**config.mk**
```make
export PLATFORM = sky130hd
export DESIGN_NAME = execute_stage_flat
export DESIGN_NICKNAME = d
export VERILOG_FILES = /design/src/rtl/execute_stage_if.sv /design/src/rtl/execute_stage.sv /design/src/flat_wrapper.sv
export SDC_FILE = /design/constraint.sdc
export NUM_CORES = 1
export LEC_CHECK = 0
export ABC_AREA = 1
export BUFFER_PORTS_ARGS = -buffer_cell sky130_fd_sc_hd__buf_2
export CORE_ASPECT_RATIO = 0.9
export CORE_MARGIN = 1
export CORE_UTILIZATION = 45
export DETAILED_ROUTE_END_ITERATION = 8
export HOLD_SLACK_MARGIN = 0.05
export PLACE_DENSITY = 0.74
export REMOVE_ABC_BUFFERS = 1
export SYNTH_ARGS = -nofsm -noshare
export SYNTH_HDL_FRONTEND = slang
export SYNTH_SLANG_ARGS = --single-unit
```
**constraint.sdc**
```tcl
create_clock -name clk -period 3.9 [get_ports clk]
set_clock_uncertainty 0.1 [all_clocks]
set_input_delay 0.39 -clock clk [delete_from_list [all_inputs] [get_ports clk]]
set_output_delay 0.39 -clock clk [all_outputs]
set_load 0.01 [all_outputs]
```
**src/rtl/execute_stage_if.sv**
```systemverilog
// DX -> EX -> XM bundle for the GCD CPU execute stage.
// The decode side drives the DX fields and run state. The execute stage
// returns the XM registers, the front-end stall and the fetch redirect.
interface execute_stage_if;
  // CPU run state; 2'b01 is RUN
  logic [1:0]  curr_state;

  // DX pipeline registers
  logic        MemtoReg;
  logic        RegWrite;
  logic        MemRead;
  logic        MemWrite;
  logic        branch;
  logic        jump;
  logic        Jal_swit;
  logic        JR_swit;
  logic [2:0]  ALUctr;
  logic [31:0] A;
  logic [31:0] B;
  logic [31:0] MD;
  logic [31:0] JT;
  logic [31:0] DX_PC;
  logic [15:0] imm;
  logic [4:0]  RD;

  // XM pipeline registers
  logic        XM_MemtoReg;
  logic        XM_RegWrite;
  logic        XM_MemRead;
  logic        XM_MemWrite;
  logic [31:0] XM_ALUout;
  logic [31:0] XM_MD;
  logic [4:0]  XM_RD;

  // Front-end control
  logic        stall;
  logic        redirect;
  logic [31:0] redirect_pc;

  modport master (
    output curr_state, MemtoReg, RegWrite, MemRead, MemWrite,
           branch, jump, Jal_swit, JR_swit, ALUctr,
           A, B, MD, JT, DX_PC, imm, RD,
    input  XM_MemtoReg, XM_RegWrite, XM_MemRead, XM_MemWrite,
           XM_ALUout, XM_MD, XM_RD, stall, redirect, redirect_pc
  );

  modport slave (
    input  curr_state, MemtoReg, RegWrite, MemRead, MemWrite,
           branch, jump, Jal_swit, JR_swit, ALUctr,
           A, B, MD, JT, DX_PC, imm, RD,
    output XM_MemtoReg, XM_RegWrite, XM_MemRead, XM_MemWrite,
           XM_ALUout, XM_MD, XM_RD, stall, redirect, redirect_pc
  );
endinterface

```
**src/rtl/execute_stage.sv**
```systemverilog
// EX stage of the GCD CPU: single-cycle ALU, a 32-iteration shift-add
// multiplier that stalls the front end, and combinational beq/j/jal/jr
// redirect (one delay slot, no squash). Results land in the XM registers.
module execute_stage (
  input  logic          clk,
  input  logic          rst,
  execute_stage_if.slave ex
);

  localparam int DATA_W = 32;

  typedef enum logic [0:0] {
    IDLE = 1'b0,
    MUL  = 1'b1
  } state_t;

  // Single-cycle ALU. Code 6 is the beq compare-subtract; its result is
  // the difference, the equality flag is derived separately.
  function automatic logic [DATA_W-1:0] alu_op(
    input logic [2:0]               ctr,
    input logic signed [DATA_W-1:0] a,
    input logic signed [DATA_W-1:0] b
  );
    logic [DATA_W-1:0] r;
    case (ctr)
      3'd0:    r = a + b;
      3'd1:    r = a - b;
      3'd2:    r = a & b;
      3'd3:    r = a | b;
      3'd4:    r = (a < b) ? 32'd1 : 32'd0;
      3'd6:    r = a - b;
      default: r = '0;
    endcase
    return r;
  endfunction

  state_t            state, state_nxt;
  logic [4:0]        cnt, cnt_nxt;
  logic [DATA_W-1:0] mcand, mcand_nxt;
  logic [DATA_W-1:0] mplier, mplier_nxt;
  logic [DATA_W-1:0] acc, acc_nxt;

  logic              run;
  logic              is_mul;
  logic              zero;
  logic [DATA_W-1:0] alu_res;
  logic [DATA_W-1:0] acc_step;
  logic [DATA_W-1:0] branch_tgt;
  logic              xm_wr;
  logic [DATA_W-1:0] xm_result;
  logic              stall_c;

  assign run        = (ex.curr_state == 2'b01);
  assign is_mul     = (ex.ALUctr == 3'd5);
  assign zero       = (ex.A == ex.B);
  assign alu_res    = alu_op(ex.ALUctr, ex.A, ex.B);
  assign acc_step   = mplier[0] ? (acc + mcand) : acc;
  assign branch_tgt = ex.DX_PC + {{14{ex.imm[15]}}, ex.imm, 2'b00};

  // Next-state for the multiplier and the XM write decision.
  always_comb begin
    state_nxt  = state;
    cnt_nxt    = cnt;
    mcand_nxt  = mcand;
    mplier_nxt = mplier;
    acc_nxt    = acc;
    xm_wr      = 1'b0;
    xm_result  = alu_res;
    stall_c    = 1'b0;
    case (state)
      IDLE: begin
        if (run && is_mul) begin
          stall_c    = 1'b1;
          mcand_nxt  = ex.A;
          mplier_nxt = ex.B;
          acc_nxt    = '0;
          cnt_nxt    = 5'd0;
          state_nxt  = MUL;
        end else if (run) begin
          xm_wr = 1'b1;
        end
      end
      MUL: begin
        // Front end stays frozen for the whole multiply, even while
        // the CPU is not running and the iteration is held.
        stall_c = (cnt != 5'd31) || !run;
        if (run) begin
          acc_nxt    = acc_step;
          mcand_nxt  = mcand << 1;
          mplier_nxt = mplier >> 1;
          cnt_nxt    = cnt + 5'd1;
          if (cnt == 5'd31) begin
            xm_wr     = 1'b1;
            xm_result = acc_step;
            state_nxt = IDLE;
          end
        end
      end
      default: state_nxt = IDLE;
    endcase
  end

  assign ex.stall       = !rst && stall_c;
  assign ex.redirect    = !rst && run &&
                          (ex.JR_swit || ex.jump || ex.Jal_swit ||
                           (ex.branch && zero));
  assign ex.redirect_pc = (ex.JR_swit || ex.jump || ex.Jal_swit) ? ex.JT :
                          (ex.branch && zero) ? branch_tgt : '0;

  // Multiplier state register; reset aborts an in-flight multiply.
  always_ff @(posedge clk) begin
    if (rst) begin
      state  <= IDLE;
      cnt    <= '0;
      mcand  <= '0;
      mplier <= '0;
      acc    <= '0;
    end else begin
      state  <= state_nxt;
      cnt    <= cnt_nxt;
      mcand  <= mcand_nxt;
      mplier <= mplier_nxt;
      acc    <= acc_nxt;
    end
  end

  // XM registers: load on a completing op, otherwise insert a bubble.
  always_ff @(posedge clk) begin
    if (rst) begin
      ex.XM_MemtoReg <= 1'b0;
      ex.XM_RegWrite <= 1'b0;
      ex.XM_MemRead  <= 1'b0;
      ex.XM_MemWrite <= 1'b0;
      ex.XM_ALUout   <= '0;
      ex.XM_MD       <= '0;
      ex.XM_RD       <= '0;
    end else if (xm_wr) begin
      ex.XM_MemtoReg <= ex.MemtoReg;
      ex.XM_RegWrite <= ex.RegWrite;
      ex.XM_MemRead  <= ex.MemRead;
      ex.XM_MemWrite <= ex.MemWrite;
      ex.XM_ALUout   <= xm_result;
      ex.XM_MD       <= ex.MD;
      ex.XM_RD       <= ex.RD;
    end else begin
      ex.XM_MemtoReg <= 1'b0;
      ex.XM_RegWrite <= 1'b0;
      ex.XM_MemRead  <= 1'b0;
      ex.XM_MemWrite <= 1'b0;
    end
  end

endmodule

```
**src/flat_wrapper.sv**
```systemverilog
// flat-port wrapper written by rule: the top's interface ports become plain ports
module execute_stage_flat 
  (clk, rst, ex_curr_state, ex_MemtoReg, ex_RegWrite, ex_MemRead, ex_MemWrite, ex_branch, ex_jump, ex_Jal_swit, ex_JR_swit, ex_ALUctr, ex_A, ex_B, ex_MD, ex_JT, ex_DX_PC, ex_imm, ex_RD, ex_XM_MemtoReg, ex_XM_RegWrite, ex_XM_MemRead, ex_XM_MemWrite, ex_XM_ALUout, ex_XM_MD, ex_XM_RD, ex_stall, ex_redirect, ex_redirect_pc);
  execute_stage_if ex_i ();
  input  logic clk;
  input  logic rst;
  input wire logic [$bits(ex_i.curr_state)-1:0] ex_curr_state;
  input wire logic [$bits(ex_i.MemtoReg)-1:0] ex_MemtoReg;
  input wire logic [$bits(ex_i.RegWrite)-1:0] ex_RegWrite;
  input wire logic [$bits(ex_i.MemRead)-1:0] ex_MemRead;
  input wire logic [$bits(ex_i.MemWrite)-1:0] ex_MemWrite;
  input wire logic [$bits(ex_i.branch)-1:0] ex_branch;
  input wire logic [$bits(ex_i.jump)-1:0] ex_jump;
  input wire logic [$bits(ex_i.Jal_swit)-1:0] ex_Jal_swit;
  input wire logic [$bits(ex_i.JR_swit)-1:0] ex_JR_swit;
  input wire logic [$bits(ex_i.ALUctr)-1:0] ex_ALUctr;
  input wire logic [$bits(ex_i.A)-1:0] ex_A;
  input wire logic [$bits(ex_i.B)-1:0] ex_B;
  input wire logic [$bits(ex_i.MD)-1:0] ex_MD;
  input wire logic [$bits(ex_i.JT)-1:0] ex_JT;
  input wire logic [$bits(ex_i.DX_PC)-1:0] ex_DX_PC;
  input wire logic [$bits(ex_i.imm)-1:0] ex_imm;
  input wire logic [$bits(ex_i.RD)-1:0] ex_RD;
  output wire logic [$bits(ex_i.XM_MemtoReg)-1:0] ex_XM_MemtoReg;
  output wire logic [$bits(ex_i.XM_RegWrite)-1:0] ex_XM_RegWrite;
  output wire logic [$bits(ex_i.XM_MemRead)-1:0] ex_XM_MemRead;
  output wire logic [$bits(ex_i.XM_MemWrite)-1:0] ex_XM_MemWrite;
  output wire logic [$bits(ex_i.XM_ALUout)-1:0] ex_XM_ALUout;
  output wire logic [$bits(ex_i.XM_MD)-1:0] ex_XM_MD;
  output wire logic [$bits(ex_i.XM_RD)-1:0] ex_XM_RD;
  output wire logic [$bits(ex_i.stall)-1:0] ex_stall;
  output wire logic [$bits(ex_i.redirect)-1:0] ex_redirect;
  output wire logic [$bits(ex_i.redirect_pc)-1:0] ex_redirect_pc;
  assign ex_i.curr_state = ex_curr_state;
  assign ex_i.MemtoReg = ex_MemtoReg;
  assign ex_i.RegWrite = ex_RegWrite;
  assign ex_i.MemRead = ex_MemRead;
  assign ex_i.MemWrite = ex_MemWrite;
  assign ex_i.branch = ex_branch;
  assign ex_i.jump = ex_jump;
  assign ex_i.Jal_swit = ex_Jal_swit;
  assign ex_i.JR_swit = ex_JR_swit;
  assign ex_i.ALUctr = ex_ALUctr;
  assign ex_i.A = ex_A;
  assign ex_i.B = ex_B;
  assign ex_i.MD = ex_MD;
  assign ex_i.JT = ex_JT;
  assign ex_i.DX_PC = ex_DX_PC;
  assign ex_i.imm = ex_imm;
  assign ex_i.RD = ex_RD;
  assign ex_XM_MemtoReg = ex_i.XM_MemtoReg;
  assign ex_XM_RegWrite = ex_i.XM_RegWrite;
  assign ex_XM_MemRead = ex_i.XM_MemRead;
  assign ex_XM_MemWrite = ex_i.XM_MemWrite;
  assign ex_XM_ALUout = ex_i.XM_ALUout;
  assign ex_XM_MD = ex_i.XM_MD;
  assign ex_XM_RD = ex_i.XM_RD;
  assign ex_stall = ex_i.stall;
  assign ex_redirect = ex_i.redirect;
  assign ex_redirect_pc = ex_i.redirect_pc;
  execute_stage u_core (.clk(clk), .rst(rst), .ex(ex_i));
endmodule
```
==> metrics, run 1 <==
syn_area_per_cell 5.908 µm²; initial DRC count 2187; critical path arrival around 2.9 ns; first-pass GRT wire length 105400 µm; routability congestion estimate a little under 1; number of global-route vias before repair 18880; # port buffers 302; Die Ht between 150 and 200 µm; Detail Route Antenna Nets 0; Max Clock Freq about 290 MHz; DIE AREA 38260 µm²; H-tree Lvls 4; crit path cell chain buf_2 > inv_1 > ha_1 > inv_1 > nand2_1 > nor2_1 > nand2_1 > inv_1 > nand2_1 > nor3_1 > nand2_1 > inv_2 > nand2_1 > o21ai_1 > buf_2; Netlist Area Pre-Place 16870 µm²; Final Cycle Share ~88%; Post-DP Area 18690 µm²; core area 36500 µm²; Final Hold Vio Count 0; LEAKAGE about 0.01 µW; Worst-path clk slew approximately 0.070 ns; Critical-path top delay cell ha_1; fillers 3818; Worst setup EP type output pin; Slew @ Worst Pin 1.088 ns; RSZ-0062 raised after global routing false; Synth cell types 53; CTS tree built; Seq/Total Area, Yosys approximately 21%; Final Setup Violations 0; Post-DP HPWL 55690 µm; Synth Warn # 0; startpoint type of the worst setup path input pin; async set-reset flop share out of synthesis 0%; highest cell delay on the worst timing path 0.45 ns; total number of vias 20350; area leader, netlist dfxtp_1; Starting Density 46.21%; WL per Instance 19.16 µm; initial antenna violation count 2; # DRC 0; CP Data Required Time 3.41 ns; status completed; number of cells produced by synthesis 2855; pin count of the biggest net entering global routing 129; share of layout cells above drive strength 1 between 10 and 15%; area grow syn2layout 16.80%; Max-Cap Viols 0; Synth top area share around 21%; clock sink total 175; Max clock buf depth 2; Top cell by count, worst path nand2_1; Die X 206.1 µm; Final Max Tran Viols 0; Post-synth top cells nand2_1 (709), nor2_1 (361), a21oi_1 (346); DR pass1 iterations 6; synth top area cells dfxtp_1 (21%), nand2_1 (16%), ha_1 (12%), a21oi_1 (10%), nor2_1 (8.0%); Pwr Density roughly 280 nW/µm²; critical path class in -> out; Worst slew margin a little over a quarter; worst hold path class in -> reg; Final Cell Area 19700 µm²; Critical Path Fanout Max 11; Layout Utilization about 54%; Overflow after GRT 0; CTS buffer count 17; I/O pin total slightly above 300; Seq cells post-synth between 150 and 200; setup bufs post-CTS 0; Total Wirelength 69360 µm; Via-to-Cell Ratio 5.622; GRT Util Overall between 30% and 40%; # rows 66; Final Critical Period approximately 3.4 ns; Max rail drop VDD 0.0002908 V; final net count 3490; post-cts resize count 0; EDFF count, synth 0; later-pin clock latency in the skew report approximately 0.47 ns; count leader, synth nand2_1; Root Buffer clkbuf_16; Post-synth top flop dfxtp_1
[cell families (layout without fill, tap and decap cells)]
kind of cell / count (synthesis) / count (layout) / synth area share, %
XOR/XNOR: 22 / 22 / 1.142
flip-flops: 175 / 175 / 20.77
AO/OA/AOI/OAI: 657 / 657 / 21.03
buffers and inverters: 444 / 731 / 10.44
multiplexers: 2 / 2 / 0.1187
adder cells (fa/ha/maj): 165 / 165 / 12.42
AND/OR/NAND/NOR: 1390 / 1390 / 34.09
other: 0 / 2 / 0
[where the power goes]
group | total [µW] | switching, µW | internal (µW) | leakage (µW)
logic | 1710 | 1150 | 560 | 0.00842
clock network | 1930 | 911 | 1020 | 0.000314
registers | 1890 | 42.1 | 1850 | 0.00142
total | 5530 | 2100 | 3430 | 0.0102
[stage by stage]
| step | power [µW] | setup TNS [ns] | cells | setup WS (ns) | hold slack, ns |
|---|---|---|---|---|---|
| after floorplan | 2906 | -213.15 | 2749 | -1.803 | 0.3353 |
| after global placement | 3548 | 0 | 3550 | 0.6011 | 0.3523 |
| after detailed placement | 3553 | 0 | 3550 | 0.5522 | 0.3657 |
| after CTS | 5497 | 0 | 3618 | 0.5466 | 0.05035 |
| after global routing | 5788 | 0 | 3619 | 0.2061 | 0.05690 |
| final | 5534 | 0 | 3620 | 0.4668 | 0.06061 |
[layer usage]
metal	track usage (%)	up-vias	routed length, µm
li1	-	9897	-
met1	50.08	9475	31140
met3	5.060	117	5217
met5	0	-	9
met4	10.97	2	1934
met2	56.70	861	31060
[cells in the final DEF, fill, tap and decap left out, types with 5 or more instances in the layout]
master / count
o21bai_1: 16
a21o_1: 12
o21ai_0: 212
clkinv_8: 5
nor4_1: 7
buf_4: 21
dlygate4sd3_1: 36
o21ai_1: 15
clkbuf_16: 18
o21a_1: 12
inv_1: 326
dfxtp_1: 174
a21oi_1: 346
inv_2: 9
o211ai_1: 6
nand4_1: 23
buf_2: 302
xor2_1: 11
nor2_1: 360
ha_1: 161
nor3_1: 31
nand3_1: 218
a22o_1: 7
nand2_1: 709
o2111ai_1: 9
nor2_2: 6
xnor2_1: 11
or2_2: 24
[sequential cells by signal, indices dropped and copies added (netlist names), 5 cells and up]
signal and count:
u_core.acc 32, u_core.cnt 5, u_core.ex.XM_ALUout 32, u_core.ex.XM_MD 32, u_core.ex.XM_RD 5, u_core.mcand 32
u_core.mplier 32
[path summary, 6_finish.rpt]
check / from / endpoint / slack [ns] / depth (start not counted)
worst min register to register: u_core.cnt[4]$_SDFFE_PP0P_ / u_core.cnt[4]$_SDFFE_PP0P_ / 0.38 / 2
worst max-delay path: ex_B[20] / ex_redirect_pc[28] / 0.47 / 15
worst min-delay path: ex_MD[19] / u_core.ex.XM_MD[19]$_SDFFE_PP0P_ / 0.06 / 3
worst max register to register: u_core.cnt[0]$_SDFFE_PP0P_ / u_core.ex.XM_ALUout[29]$_SDFFE_PP0P_ / 0.76 / 16
[final cells by class]
type                       count  area, µm²  area share [%]
clock buffer                  19      454.2           2.305
clock inverter                13      192.7          0.9780
antenna                        2      5.005         0.02540
tap                          476      595.6           3.023
sequential                   175       3507           17.80
timing repair buffer         361       2069           10.50
multi-input combinational   2236      11610           58.91
inverter                     338       1271           6.452
[worst max-delay path: cells and delay by family]
kind            cells  cell delay (ns)
compound gates      1             0.13
simple gates        7             1.12
buf+inv             6             0.82
fa+ha+maj           1             0.45
[repair_timing]
action                                  CTS  global route
hold buffers                             36             0
hold endpoints to repair                 36             0
endpoints found under the setup margin    0             0
(Power assumes the default switching activity.)
==> run 2, diff against run 1 <==
Clock period 3.9 ns to 4.27 ns, I/O delays scaled along.
==> run 2 against run 1 <==
  * Global-route usage fell by 1.2 points
  * Largest power group is now sequential cells
  * Sequential power fell by 9%
  * Worst setup slack improved by 0.20 ns
  * Non-clock buffer count fell by 44
  * First-iteration DRC count rose by 0.87%
  * Utilization fell by 1.3 points
  * Via count fell by 0.68%
  * Sequential share of layout area rose by 0.43 points
  * Clock-buffer cell count rose by 3
  * Hold slack improved by 0.0086 ns
  * Total power fell by 12%
==> metrics, run 2 (synthesis gave the netlist of run 1 again) <==
status completed; Die Ht around 190 µm; Root Buffer clkbuf_16; RSZ-0062 raised after global routing false; WL per Instance around 19 µm; initial antenna violation count 2; Final Setup Violations 0; Worst-path clk slew around 0.07 ns; Overflow after GRT 0; Slew @ Worst Pin 1.069 ns; Max-Cap Viols 0; startpoint type of the worst setup path input pin; GRT Util Overall about a third; routability congestion estimate 0.9856; Die X ~210 µm; most frequent cells in the layout nand2_1 (709), nor2_1 (360), a21oi_1 (346); Fin Hold WS 0.06917 ns; Starting Density 46.21%; # rows between 60 and 70; CTS tree built; final net count roughly 3400; DIE AREA approximately 38000 µm²; I/O pin total 303; pin count of the biggest net entering global routing 129; total power 4887 µW; # port buffers 302; initial DRC count 2206; Max rail drop VDD roughly 0.00025 V; # DRC 0; CTS buffer count 17; CP Data Required Time 3.74 ns; critical path class in -> out; total number of vias 20210; later-pin clock latency in the skew report 0.47 ns; first-pass GRT wire length approximately 100000 µm; Critical Path Fanout Max 11; Final Max Tran Viols 0; Detail Route Antenna Nets 0; worst hold path class in -> reg; Worst slew margin 28.64%; Pwr Density 254.0 nW/µm²; commonest non-fill, non-tap cell in the layout nand2_1; number of global-route vias before repair 18370; Post-DP HPWL approximately 54000 µm; share of layout cells above drive strength 1 about 13%; Total Wirelength 67470 µm; LEAKAGE between 0.009 and 0.01 µW; post-cts resize count 0; H-tree Lvls 4; Max Clock Freq 277.7 MHz; critical path arrival 3.07 ns; core area 36500 µm²; Worst setup EP type output pin; Final Hold Vio Count 0; CTS Hold Bufs 0; clock sink total 175; Final Cycle Share ~84%; Max clock buf depth 2; DR pass1 iterations 6; area grow syn2layout 14.06%; Via-to-Cell Ratio approximately 5.7; setup bufs post-CTS 0; Final Critical Period 3.601 ns
[run 2: cell count changes in the layout (fill, tap and decap cells not counted), sizes merged]
cell         previous run  this run
dlygate4sd3            36         0
buf                   325       317
clkbuf                 19        22
bufinv                  2         0
diode                   2         1
inv                   340       339
[run 2: final timing paths]
check / cells after the start / endpoint / slack (ns) / from
min: 3 / u_core.ex.XM_MemtoReg$_SDFF_PP0_ / 0.07 / ex_MemtoReg
min reg2reg: 2 / u_core.cnt[4]$_SDFFE_PP0P_ / 0.38 / u_core.cnt[4]$_SDFFE_PP0P_
max reg2reg: 15 / u_core.ex.XM_ALUout[29]$_SDFFE_PP0P_ / 1.02 / u_core.cnt[0]$_SDFFE_PP0P_
max: 15 / ex_redirect_pc[28] / 0.67 / ex_B[19]
[run 2: per-layer routing]
metal  global-route usage [%]  wire length [µm]  vias up
met5                        0                 0        -
met4                    11.29              1958        0
met3                    5.007              5378      114
met2                    54.87             30160      914
met1                    48.07             29970     9371
li1                         -                 -     9814
[run 2: cell type report]
type	count	area (µm²)
fill	3875	17260
multi-input combinational	2236	11610
timing repair buffer	317	1649
clock inverter	10	122.6
clock buffer	22	484.2
sequential	175	3507
antenna	1	2.502
inverter	338	1271
tap	476	595.6
[run 2: power breakdown]
group	internal [µW]	switching [µW]
clock	841	803
combinational	485	1030
sequential	1690	36.4
total	3010	1870
[run 2: critical path, stage by stage]
cell and delay, ns:
buf_2 0.09, inv_1 0.07, ha_1 0.45, inv_1 0.18, nand2_1 0.10, nor2_1 0.19, nand2_1 0.07, inv_1 0.07
nand2_1 0.14, nor3_1 0.19, nand2_1 0.37, inv_2 0.35, nand2_1 0.08, o21ai_1 0.11, buf_2 0.14
[run 2: stage by stage]
stage	cell area (µm²)	instances	setup TNS, ns	utilization [%]	setup WS, ns
5_1_grt	19240	3575	0	52.71	0.5138
4_1_cts	19240	3574	0	52.70	0.7723
6_report	19240	3575	0	52.71	0.6689
2_1_floorplan	16380	2749	-150.15	-	-1.433
3_5_place_dp	18630	3542	0	51.04	0.7784
3_3_place_gp	18630	3542	0	51.04	0.8497
==> run 3, diff against run 2 <==
Clock period 4.27 ns to 3.55 ns, I/O delays scaled along.
==> run 3 against run 2 <==
  * Critical path depth stayed put
  * Flip-flop and latch count stayed put
  * First-iteration DRC count is 13% lower
  * Die area stayed put
  * Final cell count is 1.7% higher
  * Design area is 2.8% higher
  * Total power is 22% higher
  * Sequential power is 20% higher
  * Largest power group unchanged
==> metrics, run 3 (synthesis gave the netlist of run 1 again) <==
status completed; Total Wirelength 69370 µm; Worst R2R Path Depth 15; Critical-path top delay cell ha_1; reg2reg setup slack 0.68 ns; Post-DP HPWL 55320 µm; Final Max Tran Viols 0; Die X approximately 210 µm; Top cell by count, worst path nand2_1; highest cell delay on the worst timing path 0.40 ns; initial antenna violation count 2; Worst-path clk slew 0.08 ns; H-tree Lvls 4; Fin Hold WS 0.05579 ns; WL per Instance 19.07 µm; total number of vias ~20000; Detail Route Antenna Nets 0; post-cts resize count 0; WP buf/inv 6; GRT Util Overall between 30% and 40%; routability congestion estimate 0.9730; Final WS setup 0.1530 ns; Worst setup EP type output pin; Final Hold Vio Count 0; LEAKAGE 0.01022 µW; Max clock buf depth 2; reg2reg start u_core.cnt[0]$_SDFFE_PP0P_; Max rail drop VDD 0.0003579 V; Slew @ Worst Pin around 1.1 ns; Root Buffer clkbuf_16; critical path class in -> out; HP Start ex_MD[17]; Worst setup startpoint ex_B[16]; critical path arrival 2.94 ns; RSZ-0062 raised after global routing false; Post-Place Cells 3565; I/O pin total 303; share of layout cells above drive strength 1 a little over an eighth; Die Ht ~190 µm; Top delay family on crit path simple AND/OR/NAND/NOR gates; CP Data Required Time 3.09 ns; Final Critical Period about 3.4 ns; Pwr Density 301.3 nW/µm²; CTS tree built; area grow syn2layout 17.31%; worst hold endpoint u_core.ex.XM_MD[17]$_SDFFE_PP0P_; crit path cell chain buf_2 > inv_1 > ha_1 > inv_1 > nand2_1 > nor2_1 > nand2_1 > inv_1 > nand2_1 > nor3_1 > nand2_1 > inv_2 > nand2_1 > o21ai_1 > buf_2; # port buffers 302; Post-DP Area 18790 µm²; Finished Layout Cells 3637; # DRC 0; number of global-route vias before repair roughly 18000; setup bufs post-CTS 0; end of the worst register-to-register path u_core.ex.XM_ALUout[29]$_SDFFE_PP0P_; commonest non-fill, non-tap cell in the layout nand2_1; worst hold path class in -> reg; initial DRC count 1926; CTS buffer count 17; most frequent cells in the layout nand2_1 (709), nor2_1 (360), a21oi_1 (346); DIE AREA about 38000 µm²; hold path cells 3; Critical Path Fanout Max 11; Overflow after GRT 0; Final Setup Violations 0; Final TNS setup 0 ns; fillers 3856; first-pass GRT wire length 104100 µm; pin count of the biggest net entering global routing 129; DR pass1 iterations 8; clock sink total 175; CTS Hold Bufs 40; pre-CTS setup slack 0.2758 ns; Max Clock Freq approximately 300 MHz; Via-to-Cell Ratio 5.612; Final Cell Area 19790 µm²; Starting Density 46.21%; later-pin clock latency in the skew report 0.47 ns; # rows 66; Worst slew margin 25.99%; startpoint type of the worst setup path input pin; Final Cycle Share a little over nine tenths; Max-Cap Viols 0; core area 36500 µm²; final net count 3509
[run 3: report_power, final]
part           switching [µW]  total [µW]  internal [µW]
clock                     970        1990           1020
combinational            1260        1900            633
sequential               43.2        2070           2030
[run 3: area by class of cell]
class                           instances  area [µm²]  area share, %
Multi-Input combinational cell       2236       11610          58.66
Antenna cell                            1       2.502        0.01265
Tap cell                              476       595.6          3.010
Timing Repair Buffer                  380        2210          11.17
Clock inverter                         11       147.6         0.7462
Clock buffer                           20       446.7          2.257
Inverter                              338        1271          6.425
Sequential cell                       175        3507          17.72
[run 3: through the flow]
stage / util [%] / power (µW)
floorplan: - / 3192
global placement: 51.48 / 3907
detailed placement: 51.48 / 3913
CTS: 54.20 / 5926
global route: 54.21 / 6232
finish: 54.21 / 5961
[run 3: metal layers]
layer,GRT usage (%),up-vias,wire length (µm)
met1,49.73,9481,31350
met2,56.30,875,31060
met4,9.824,0,1762
met3,4.919,113,5193
met5,0,-,0
li1,-,9942,-
[run 3: worst register-to-register path: cells and delay by family (launching register included)]
kind | cells | cell delay (ns)
compound gates | 1 | 0.08
buf+inv | 4 | 0.46
fa+ha+maj | 2 | 0.45
simple gates | 8 | 1.37
flops | 1 | 0.37
[run 3: worst max path at each step]
stage | end | cells after the start
final | ex_redirect_pc[28] | 15
after global routing | ex_redirect_pc[28] | 15
after CTS | ex_redirect_pc[28] | 15
after global placement | ex_redirect_pc[28] | 15
after floorplan | u_core.ex.XM_ALUout[3]$_SDFFE_PP0P_ | 9
after detailed placement | ex_redirect_pc[28] | 15
